===== src/rtl/fifo_pkg.sv =====
// Shared definitions for the synchronous programmable FIFO.
//   FIFO_DATA_W / FIFO_DEPTH : default word width and number of entries
//   calc_cnt_w()             : width of count/threshold signals for a depth
//   fifo_op_e                : per-cycle operation (NOP, WR, RD, WRRD), also
//                              used by the sequence items that drive the FIFO
package fifo_pkg;

  localparam int FIFO_DATA_W = 8;
  localparam int FIFO_DEPTH  = 16;

  // The count must hold the value DEPTH itself, so it needs one bit more
  // than the pointers do.
  function automatic int calc_cnt_w(input int depth);
    return $clog2(depth) + 1;
  endfunction

  typedef enum logic [1:0] {
    FIFO_NOP  = 2'b00,
    FIFO_WR   = 2'b01,
    FIFO_RD   = 2'b10,
    FIFO_WRRD = 2'b11
  } fifo_op_e;

endpackage


===== src/rtl/fifo_mem.sv =====
// DEPTH x DATA_W simple dual-port register array.
//   clk     : write clock
//   wr_en   : write strobe, wr_data is stored at wr_addr on the rising edge
//   wr_addr : write address
//   wr_data : write data
//   rd_addr : read address
//   rd_data : read data, combinational from rd_addr
// Contents are not reset.
module fifo_mem
  import fifo_pkg::*;
#(
  parameter int  DATA_W = FIFO_DATA_W,
  parameter int  DEPTH  = FIFO_DEPTH,
  localparam int ADDR_W = $clog2(DEPTH)
) (
  input  logic              clk,
  input  logic              wr_en,
  input  logic [ADDR_W-1:0] wr_addr,
  input  logic [DATA_W-1:0] wr_data,
  input  logic [ADDR_W-1:0] rd_addr,
  output logic [DATA_W-1:0] rd_data
);

  logic [DATA_W-1:0] mem [DEPTH];

  always_ff @(posedge clk) begin
    if (wr_en) begin
      mem[wr_addr] <= wr_data;
    end
  end

  assign rd_data = mem[rd_addr];

endmodule


===== src/rtl/fifo_sync_prog.sv =====
// Single-clock FIFO with programmable almost-full/almost-empty thresholds,
// occupancy count, sticky overflow/underflow flags and a read-valid strobe.
//   clk, rst       : clock (rising edge), asynchronous active-high reset
//   i_wren/i_wrdata: write request and data
//   i_rden         : read request (acknowledge of the presented word in FWFT)
//   i_afull_thr    : almost-full threshold  (o_alm_full  = count >= thr)
//   i_aempty_thr   : almost-empty threshold (o_alm_empty = count <= thr)
//   i_clr_err      : clears o_ovf/o_udf; a same-cycle set event wins
//   o_rddata/o_rdvalid : read data and its qualifier
//   o_count        : occupancy 0..DEPTH
//   o_full, o_alm_full, o_empty, o_alm_empty : status from the registered count
//   o_ovf, o_udf   : sticky overflow / underflow
// Build option: FIFO_FWFT_EN selects first-word fall-through; otherwise the
// read data is registered one cycle after an accepted read.
module fifo_sync_prog
  import fifo_pkg::*;
#(
  parameter int  DATA_W = FIFO_DATA_W,
  parameter int  DEPTH  = FIFO_DEPTH,
  localparam int CNT_W  = calc_cnt_w(DEPTH)
) (
  input  logic              clk,
  input  logic              rst,
  input  logic              i_wren,
  input  logic [DATA_W-1:0] i_wrdata,
  input  logic              i_rden,
  input  logic [CNT_W-1:0]  i_afull_thr,
  input  logic [CNT_W-1:0]  i_aempty_thr,
  input  logic              i_clr_err,
  output logic [DATA_W-1:0] o_rddata,
  output logic              o_rdvalid,
  output logic [CNT_W-1:0]  o_count,
  output logic              o_full,
  output logic              o_alm_full,
  output logic              o_empty,
  output logic              o_alm_empty,
  output logic              o_ovf,
  output logic              o_udf
);

  localparam int PTR_W = $clog2(DEPTH);

  logic [PTR_W-1:0]  wr_ptr;
  logic [PTR_W-1:0]  rd_ptr;
  logic [CNT_W-1:0]  count;
  logic [DATA_W-1:0] head_data;
  logic              rd_ok;
  logic              wr_ok;
  fifo_op_e          op;

  // Handshake: a request is accepted on the rising edge where it is high and
  // the FIFO can take it. Read: i_rden & ~o_empty. Write: i_wren & (~o_full |
  // read accepted same cycle), so a full FIFO can swap one word per cycle.
  // A rejected request changes no pointer or count; it only sets o_ovf/o_udf.
  always_comb begin
    rd_ok = i_rden & ~o_empty;
    wr_ok = i_wren & (~o_full | rd_ok);
    case ({rd_ok, wr_ok})
      2'b01:   op = FIFO_WR;
      2'b10:   op = FIFO_RD;
      2'b11:   op = FIFO_WRRD;
      default: op = FIFO_NOP;
    endcase
  end

  always_ff @(posedge clk or posedge rst) begin
    if (rst) begin
      wr_ptr <= '0;
      rd_ptr <= '0;
      count  <= '0;
    end else begin
      if (wr_ok) wr_ptr <= wr_ptr + PTR_W'(1);
      if (rd_ok) rd_ptr <= rd_ptr + PTR_W'(1);
      case (op)
        FIFO_WR: count <= count + CNT_W'(1);
        FIFO_RD: count <= count - CNT_W'(1);
        default: ;
      endcase
    end
  end

  assign o_count     = count;
  assign o_full      = (count == CNT_W'(DEPTH));
  assign o_empty     = (count == '0);
  assign o_alm_full  = (count >= i_afull_thr);
  assign o_alm_empty = (count <= i_aempty_thr);

  // Sticky error flags: set has priority over clear.
  always_ff @(posedge clk or posedge rst) begin
    if (rst) begin
      o_ovf <= 1'b0;
      o_udf <= 1'b0;
    end else begin
      if (i_wren && !wr_ok)  o_ovf <= 1'b1;
      else if (i_clr_err)    o_ovf <= 1'b0;
      if (i_rden && !rd_ok)  o_udf <= 1'b1;
      else if (i_clr_err)    o_udf <= 1'b0;
    end
  end

  fifo_mem #(
    .DATA_W (DATA_W),
    .DEPTH  (DEPTH)
  ) u_mem (
    .clk     (clk),
    .wr_en   (wr_ok),
    .wr_addr (wr_ptr),
    .wr_data (i_wrdata),
    .rd_addr (rd_ptr),
    .rd_data (head_data)
  );

`ifdef FIFO_FWFT_EN
  // Head entry is always presented; i_rden pops it on the edge.
  assign o_rddata  = head_data;
  assign o_rdvalid = ~o_empty;
`else
  logic [DATA_W-1:0] rddata_q;
  logic              rdvalid_q;

  always_ff @(posedge clk or posedge rst) begin
    if (rst) begin
      rddata_q  <= '0;
      rdvalid_q <= 1'b0;
    end else begin
      rdvalid_q <= rd_ok;
      if (rd_ok) rddata_q <= head_data;
    end
  end

  assign o_rddata  = rddata_q;
  assign o_rdvalid = rdvalid_q;
`endif

endmodule


===== config.mk =====
export PLATFORM = sky130hd
export DESIGN_NAME = fifo_sync_prog
export DESIGN_NICKNAME = d
export VERILOG_FILES = /design/src/rtl/fifo_pkg.sv /design/src/rtl/fifo_mem.sv /design/src/rtl/fifo_sync_prog.sv
export SDC_FILE = /design/constraint.sdc
export NUM_CORES = 1
export LEC_CHECK = 0
export ABC_CLOCK_PERIOD_IN_PS = 8500
export BUFFER_PORTS_ARGS = -buffer_cell sky130_fd_sc_hd__buf_2
export CORE_MARGIN = 1.5
export CORE_UTILIZATION = 35
export CTS_BUF_LIST = sky130_fd_sc_hd__clkbuf_8
export DETAILED_ROUTE_END_ITERATION = 16
export PLACE_DENSITY = 0.61
export RECOVER_POWER = 100
export SLEW_MARGIN = 15
export SYNTH_ARGS = -nofsm -noshare
export SYNTH_HDL_FRONTEND = slang
export SYNTH_SLANG_ARGS = --single-unit

===== constraint.sdc =====
create_clock -name clk -period 8.5 [get_ports clk]
set_input_delay 0.425 -clock clk [delete_from_list [all_inputs] [get_ports clk]]
set_output_delay 0.425 -clock clk [all_outputs]
set_load 0.02 [all_outputs]

# Word-level counts from Yosys, hierarchy flattened
# Memory sizes are Yosys's and may differ from the RTL's. A register that Yosys moved wholly into a read port is not among the register bits.
# Cells that the tools add are included.
# W data, S select, Z words.
# op_classes
addsub	4
bitwise	5
mux	7
n_shift	0
reduce_logical	8
div	0
multipliers	0
n_lt_le_gt_ge	2
eq_ne	6
# op_table
operator	count
$pmux W5 S2	1
$add A4 B1 Y4 const B	2
$eq A2 B2 Y1 const B	3
$pmux W2 S3	1
$reduce_bool A2 Y1	3
$add A5 B1 Y5 const B	1
$eq A5 B5 Y1 const B	1
$ge A5 B5 Y1	1
$le A5 B5 Y1	1
$logic_not A5 Y1	1
$mux W1	5
$sub A5 B1 Y5 const B	1
$eq A2 B1 Y1 const B	2
$and A1 B1 Y1	2
$logic_and A1 B1 Y1	2
$logic_not A1 Y1	2
$not A1 Y1	2
$or A1 B1 Y1	1
# word_totals
ram_bits	128
output_inout_bits	20
mem_count	1
inputBits	23
register_bits	16
rom_bits	0
latch_bits	0
# memory_table
name	words	word_bits	read_ports	rd_ports_with_merged_regs	write_ports	line_no	rtl
u_mem.mem	16	8	1	1	1	fifo_mem.sv:24	logic [DATA_W-1:0] mem [DEPTH];

# Depth between registers and ports, before layout
# Gate-level depths: netlist of the first run.
# depth
word_depth	9
mapped_depth	12
depth_no_buf	12

# Modules after synthesis
# Synthesis of the first run repeated with hierarchy kept, for this count alone.
# hier_totals
cells_unflattened	358
area_unflattened_um2	6508.7
# modules_own_cells
module	area_per_inst_um2	instances	seq_area_each_um2	cells_each
fifo_mem	4987.3	1	3843.7	221
fifo_sync_prog	1521.5	1	600.6	137

# Least setup slack after synthesis of the first run
# No wires, ideal clock.
# synth_timing
path_kind	register to register
startpoint	reg count[3], in the netlist o_count[3]
endpoint	reg count[4], in the netlist o_count[4]
stages_incl_launch_ff	12
n_path_buf	0
t_arrival_ns	2.724
path_slack_ns	5.643
synth_period_minus_slack_ns	2.857
setup_ns	0.132
cell_sequence	dfrtp_1 > nor4_2 > and2b_1 > nand2b_1 > inv_2 > ha_1 > ha_1 > nor2b_1 > o21ai_0 > a21oi_1 > or3b_1 > xnor2_1
# synth_via
elab_chain_len	9
word_cells_on_any_way	17
# synth_rtl
element	line_no	rtl
from (decl)	fifo_sync_prog.sv:45	logic [CNT_W-1:0] count;
from (signal assigned)	fifo_sync_prog.sv:75	FIFO_WR: count <= count + CNT_W'(1);
from (signal assigned)	fifo_sync_prog.sv:76	FIFO_RD: count <= count - CNT_W'(1);
$logic_not A5 Y1 *	fifo_sync_prog.sv:84	assign o_empty = (count == '0);
net o_empty	fifo_sync_prog.sv:35	output logic o_empty,
$not A1 Y1 *	fifo_sync_prog.sv:56	rd_ok = i_rden & ~o_empty;
$and A1 B1 Y1 *	fifo_sync_prog.sv:56	
net rd_ok	fifo_sync_prog.sv:47	logic rd_ok;
$or A1 B1 Y1	fifo_sync_prog.sv:57	wr_ok = i_wren & (~o_full | rd_ok);
$and A1 B1 Y1	fifo_sync_prog.sv:57	
$eq A2 B2 Y1 / $eq A2 B1 Y1 (equally long branches)	fifo_sync_prog.sv:58	case ({rd_ok, wr_ok})
$pmux W2 S3 *	fifo_sync_prog.sv:58	
$eq A2 B2 Y1 / $eq A2 B1 Y1 (equally long branches)	fifo_sync_prog.sv:74	case (op)
$pmux W5 S2 / $reduce_bool A2 Y1 (equally long branches)	n/a	
# The timed path passes the listed nets; every way through them passes the cells marked *.
# A chain may end at the register's enable or synchronous reset.

# Worst setup path after layout of the first run
# layout_timing
startpoint	reg count[3], in the netlist o_count[3]
endpoint	reg count[4], in the netlist o_count[4]
# layout_via
elab_chain_len	9
word_cells_on_any_way	17
# layout_rtl
element	line_no
$logic_not A5 Y1 *	fifo_sync_prog.sv:84
$not A1 Y1 *	fifo_sync_prog.sv:56
$and A1 B1 Y1 *	fifo_sync_prog.sv:56
net rd_ok	fifo_sync_prog.sv:47
$or A1 B1 Y1	fifo_sync_prog.sv:57
$and A1 B1 Y1	fifo_sync_prog.sv:57
$eq A2 B2 Y1 / $eq A2 B1 Y1 (equally long branches)	fifo_sync_prog.sv:58
$pmux W2 S3 *	fifo_sync_prog.sv:58
$eq A2 B2 Y1 / $eq A2 B1 Y1 (equally long branches)	fifo_sync_prog.sv:74
$pmux W5 S2 / $reduce_bool A2 Y1 (equally long branches)	n/a
# Marked as above.

==> results of run 1 <==
cells in the mapped netlist (all sizes together):
cell type and number:
and3 1, and2b 1, and2 16, mux4 32, xnor2 7, nor3b 2, nor4 1, inv 22
o21a 4, o21ai 7, dfrtp 24, mux2i 16, nor3 1, ha 19, a21o 1, nand2 22
nor2 2, nand3 1, o32ai 1, buf 10, edfxtp 128, or3b 1, fa 1, nand2b 3
o221ai 8, o22ai 1, nand4 3, a21oi 4, xor2 2, clkbuf 3, nor2b 3
sequential cells by signal, indices dropped and copies added (netlist names):
| name | count |
|---|---|
| wr_ptr | 4 |
| o_count | 5 |
| u_mem.mem | 128 |
| rd_ptr | 4 |
| o_rddata | 8 |
| o_ovf | 1 |
| o_udf | 1 |
| o_rdvalid | 1 |
layout make-up:
class	count	area (um^2)
clock buffer	19	262
clock inverter	13	105
fill	1622	10900
inverter	22	82.6
multi-input combinational	160	1800
sequential	152	4440
tap	229	287
timing repair buffer	44	190
metrics by stage:
stage / util (%) / hold slack [ps] / setup WS, ps
finish: 39.8 / 156 / 5050
global route: 39.8 / 150 / 4750
CTS: 40.0 / 133 / 5170
global placement: 38.0 / 488 / 5280
floorplan: - / 440 / 5640
detailed placement: 38.0 / 493 / 5180
where the power goes:
part,internal (mW),switching (mW),leakage [nW],total (mW)
sequential,0.925,0.102,1.45,1.03
clock,0.244,0.261,0.193,0.504
combinational,0.295,0.354,0.942,0.650
layer usage:
metal	up-vias	wire, um
met4	0	314
li1	1472	-
met1	1571	4970
met2	65	6010
met5	-	0
met3	25	533
cell families (layout without fill, tap and decap cells):
| family | after synthesis | count (layout) |
|---|---|---|
| DFF | 152 | 152 |
| and+or+nand+nor | 57 | 57 |
| muxes | 48 | 48 |
| buffers and inverters | 35 | 98 |
| AOI/OAI and AO/OA | 26 | 26 |
| adders and majority gates | 20 | 20 |
| xor gates and xnor gates | 9 | 9 |
path summary, 6_finish.rpt:
kind                       cells after the start                      end                    start  slack, ps
setup / recovery                              11   o_count[4]$_DFFE_PP0P_   o_count[3]$_DFFE_PP0P_       5050
min in group asynchronous                      2    rd_ptr[1]$_DFFE_PP0P_                      rst        210
setup reg to reg                              11   o_count[4]$_DFFE_PP0P_   o_count[3]$_DFFE_PP0P_       5050
hold / removal                                 2        o_ovf$_DFFE_PP0P_                i_clr_err        160
hold reg to reg                                2  o_rddata[0]$_DFFE_PP0P_  o_rddata[0]$_DFFE_PP0P_        510
max in group asynchronous                      2   o_count[2]$_DFFE_PP0P_                      rst       7680
critical path: stages, from the launching register on:
cell and delay, ps:
dfrtp_1 450, nor4_1 390, and2b_1 200, nand2b_1 440, inv_1 250, ha_1 330, ha_1 330, nor2b_1 140
o21ai_0 200, a21oi_1 100, or3b_1 370, xnor2_1 130
==> impl_metrics.toml, run 1 <==
[power]
powerDensity_nw_per_um2 = 304
cellLeakagePower_nw = 2.58
ir_drop_v = 0.000198
finalPower_mw = 2.18

[global_routing]
grt.overflow.total = 0
top_usage_layer = "met2"
antenna_found_initial = 0
grt_usage_pct = 13.3
grt_pass1_wl_mm = 18.7
grt_max_degree = 35
use_met1_pct = 16.1
grt_pass1_vias = 3288
grtUsageMet3_pct = 3.52
use_met2_pct = 22.3

[timing]
slew_viol_final = 0
fmax_ghz = 0.290
max_slew_margin_pct = 24.0
setup_viol = 0
fin_worst_skew_ps = 9.10
finalSetupTns_ps = 0
rsz0062_at_grt = "no"
hold_viol = 0
finalCritPeriodShare_pct = 40.6
finalCriticalPeriod_ps = 3450
tightestPinTransition_ps = 1140

[synth]
syn_inst = 347
synth_compound_area_share_pct = 2.78
synth_top_family_by_area = "multiplexers"
synth_top_area_share_pct = 59.7
syn_avg_cell_area_um2 = 18.5
synth_top_area_cell = "edfxtp_1"
seq_area_frac_synth_pct = 69.1
synthTopCellsByArea = "edfxtp_1 60%, mux4_1 11%, dfrtp_1 9.3%"
synth_seq_cells = 152
yosys.area_share.simple_pct = 4.76
muxShareOfSynthArea_pct = 15.3
syn_area_um2 = 6440
synthesis.nets = 390
synth_xor_area_share_pct = 1.22
synth_fa_ha_area_share_pct = 4.00
synth_cell_types = 38
yosys_warnings = 0

[final_layout]
area_delta_synth_final_pct = 11.4
layout_common_cells = "128 x edfxtp_1, 28 x mux4_1, 28 x clkbuf_1, 24 x dfrtp_1, 23 x inv_1"
layout_commonest_cell = "edfxtp_1"
final_area_um2 = 7170
diodes = 0
layout-drive-gt1-share_pct = 12.4
layout.nets = 440
fin_cells = 639

[drt]
via_per_inst = 4.90
via_count = 3133
antenna_left = 0
avgRoutedWirePerCell_um = 18.5
dr.pass1.iters = 4
drt-total-wl_mm = 11.8
first_iter_violations = 260
drc = 0

[floorplanning]
die_x_um = 139
core_um2 = 18000
io-pin-count = 43
fp.dieArea_um2 = 19200
start_util_pct = 35.7
die_h_um = 139
num_rows = 49

[placed_design]
port_buffers = 42
dp_hpwl_mm = 7.67
gp_congestion = 0.782
dpl-instance-area_um2 = 6850
place_inst = 607

[clocking]
cts_hold_buf = 0
clkTransAtPathRegs_ps = 80
cts_inserted_buffers = 17
worstSkewPairLatency_ps = 450
htree_levels = 4
clock_tree.buffer_depth = 2
clkSinkCount = 152
cts_tree = "done"
cts_root_buf = "clkbuf_8"
cts_resized = 0
postCtsSetupBuffers = 0

[run]
drv_cap = 0

[run_status]
status = "completed"

[critical_path]
required_ps = 8840
worstPathArrival_ps = 3790
crit_fanout = 11
crit_type = "reg2reg"
critical_path.endpoint_type = "flip-flop"
startpoint_type = "flip-flop"

[worst_hold_path]
hold_path_class = "in2reg"
No activity file was read; power rests on OpenSTA's default activity.
==> run 2, diff against run 1 <==
- ABC_CLOCK_PERIOD_IN_PS: 8500 -> 3600
- clock period: 8.5 -> 3.6 ns (I/O delays scaled with it)
==> run 2 against run 1 <==
  * Combinational power increased by 140%
  * Cell count up 0.78%
  * Non-clock buffer count grew 5
  * Sequential share of layout area down 1.2 points
  * Register-to-register slack worse by 4600 ps
==> impl_metrics.toml, run 2 (same netlist as run 1, synthesis figures left out) <==
[global_routing]
use_met2_pct = 24.1
grt_pass1_vias = 3453
grt_pass1_wl_mm = 19.6
antenna_found_initial = 0
use_met1_pct = 16.8
grt.overflow.total = 0
top_usage_layer = "met2"
grt_usage_pct = 13.7
grt_max_degree = 35
grtUsageMet3_pct = 3.04

[timing]
tightestPinTransition_ps = 1180
finalSetupTns_ps = 0
finalCriticalPeriod_ps = 3120
rsz0062_at_grt = "no"
fin_worst_skew_ps = 8.60
max_slew_margin_pct = 21.6
finalCritPeriodShare_pct = 86.7
hold_viol = 0
fmax_ghz = 0.321
slew_viol_final = 0
setup_viol = 0

[power]
ir_drop_v = 0.000308
finalPower_mw = 5.44
swShare_pct = 31.7
p_sw_mw = 1.73
p_clk_share_pct = 26.8
intPower_mw = 3.72
seqPwrFrac_pct = 44.4
combPwrFrac_pct = 28.7
cellLeakagePower_nw = 2.64
powerDensity_nw_per_um2 = 744

[final_layout]
final_core_util_pct = 40.6
largest_reg_flops = 128
layout_common_cells = "128 x edfxtp_1, 29 x clkbuf_1, 28 x mux4_1, 24 x dfrtp_1"
num-fill-cells = 1620
layout.nets = 445
final_area_um2 = 7310
layout-drive-gt1-share_pct = 12.5
layout_commonest_cell = "edfxtp_1"
regMostFlops = "u_mem.mem"
diodes = 0
area_delta_synth_final_pct = 13.6

[clocking]
cts_root_buf = "clkbuf_8"
worstSkewPairLatency_ps = 440
cts_resized = 0
htree_levels = 4
clock_tree.buffer_depth = 2
clkSinkCount = 152
cts_tree = "done"
clkTransAtPathRegs_ps = 70
cts_inserted_buffers = 17

[drt]
antenna_left = 0
first_iter_violations = 255
via_per_inst = 4.97
dr.pass1.iters = 4
avgRoutedWirePerCell_um = 19.1
drc = 0
drt-total-wl_mm = 12.3
via_count = 3203

[worst_hold_path]
hold_path_class = "in2reg"
hp-start = "i_wren"

[critical_path]
r2r_start = "o_count[3]$_DFFE_PP0P_"
critical_path.endpoint_type = "flip-flop"
cp_cell_sequence = "nor4_1, nand2_1, o21a_2, inv_1, ha_1, inv_1, fa_1, nor2b_1, o21ai_0, nand3_1, or3b_1, xnor2_1"
crit_path_start = "o_count[3]$_DFFE_PP0P_"
crit_fanout = 7
crit_type = "reg2reg"
path_common_cell = "inv_1"
critPathSlowestCell = "dfrtp_1"
critPathMaxStageDelay_ps = 460
startpoint_type = "flip-flop"
worstPathArrival_ps = 3440
required_ps = 3920

[run_status]
status = "completed"

[floorplanning]
core_um2 = 18000
num_rows = 49
io-pin-count = 43
die_h_um = 139
start_util_pct = 35.7
fp.dieArea_um2 = 19200
die_x_um = 139

[placed_design]
dpl-instance-area_um2 = 6850
port_buffers = 42
dp_hpwl_mm = 8.09
gp_congestion = 0.751

[run]
drv_cap = 0
==> run 2: cell count changes in the layout (fill, tap and decap cells not counted), sizes merged <==
cell,change
bufinv,+4
dlygate4sd3,+4
clkbuf,-1
clkinv,-1
clkinvlp,-1
==> run 2: repair_timing <==
action                    in CTS  in global routing
buffers inserted               0                  0
hold endpoints to repair       2                 24
hold buffers                   3                  1
==> run 2: power groups by stage <==
stage	Combinational (mW)	Sequential, mW	Clock, mW
3_3_place_gp	1.57	2.44	0
4_1_cts	1.62	2.43	1.49
6_report	1.56	2.42	1.46
2_1_floorplan	1.19	2.43	0
3_5_place_dp	1.61	2.47	0
5_1_grt	1.73	2.46	1.56
==> run 2: cell type report <==
| type | count | area [um^2] | share of cell area (%) |
|---|---|---|---|
| Sequential cell | 152 | 4440 | 60.8 |
| Multi-Input combinational cell | 160 | 1800 | 24.6 |
| Tap cell | 229 | 287 | 3.92 |
| Clock buffer | 17 | 234 | 3.20 |
| Timing Repair Buffer | 49 | 234 | 3.20 |
| Clock inverter | 15 | 226 | 3.10 |
| Inverter | 22 | 82.6 | 1.13 |
==> run 2: worst paths after layout <==
path,to,slack [ps],depth (start not counted)
worst max-delay path,o_count[4]$_DFFE_PP0P_,480,12
worst min-delay path,wr_ptr[0]$_DFFE_PP0P_,150,3
worst max register to register,o_count[4]$_DFFE_PP0P_,480,12
worst min register to register,o_rddata[6]$_DFFE_PP0P_,490,2
max in group asynchronous,o_rddata[4]$_DFFE_PP0P_,2770,3
min in group asynchronous,o_rddata[6]$_DFFE_PP0P_,380,3
==> run 2: worst max-delay path, delay by kind of cell, from the launching register on <==
kind | cells | cell delay, ps
fa+ha+maj | 2 | 640
flops | 1 | 460
buf+inv | 2 | 220
xor+xnor | 1 | 130
compound gates | 2 | 380
simple gates | 5 | 1170
==> run 2: metrics by stage <==
step,hold WS [ps],cells,worst slack [ps]
6_report,149,644,481
5_1_grt,156,644,190
4_1_cts,17.1,643,549
3_5_place_dp,399,608,551
3_3_place_gp,388,608,692
2_1_floorplan,195,347,743
==> run 2: routing by layer <==
metal / up-vias / part of all wire (%)
met3: 12 / 4.1
met4: 0 / 1.1
met2: 77 / 54
met1: 1632 / 41
met5: - / 0
li1: 1482 / -
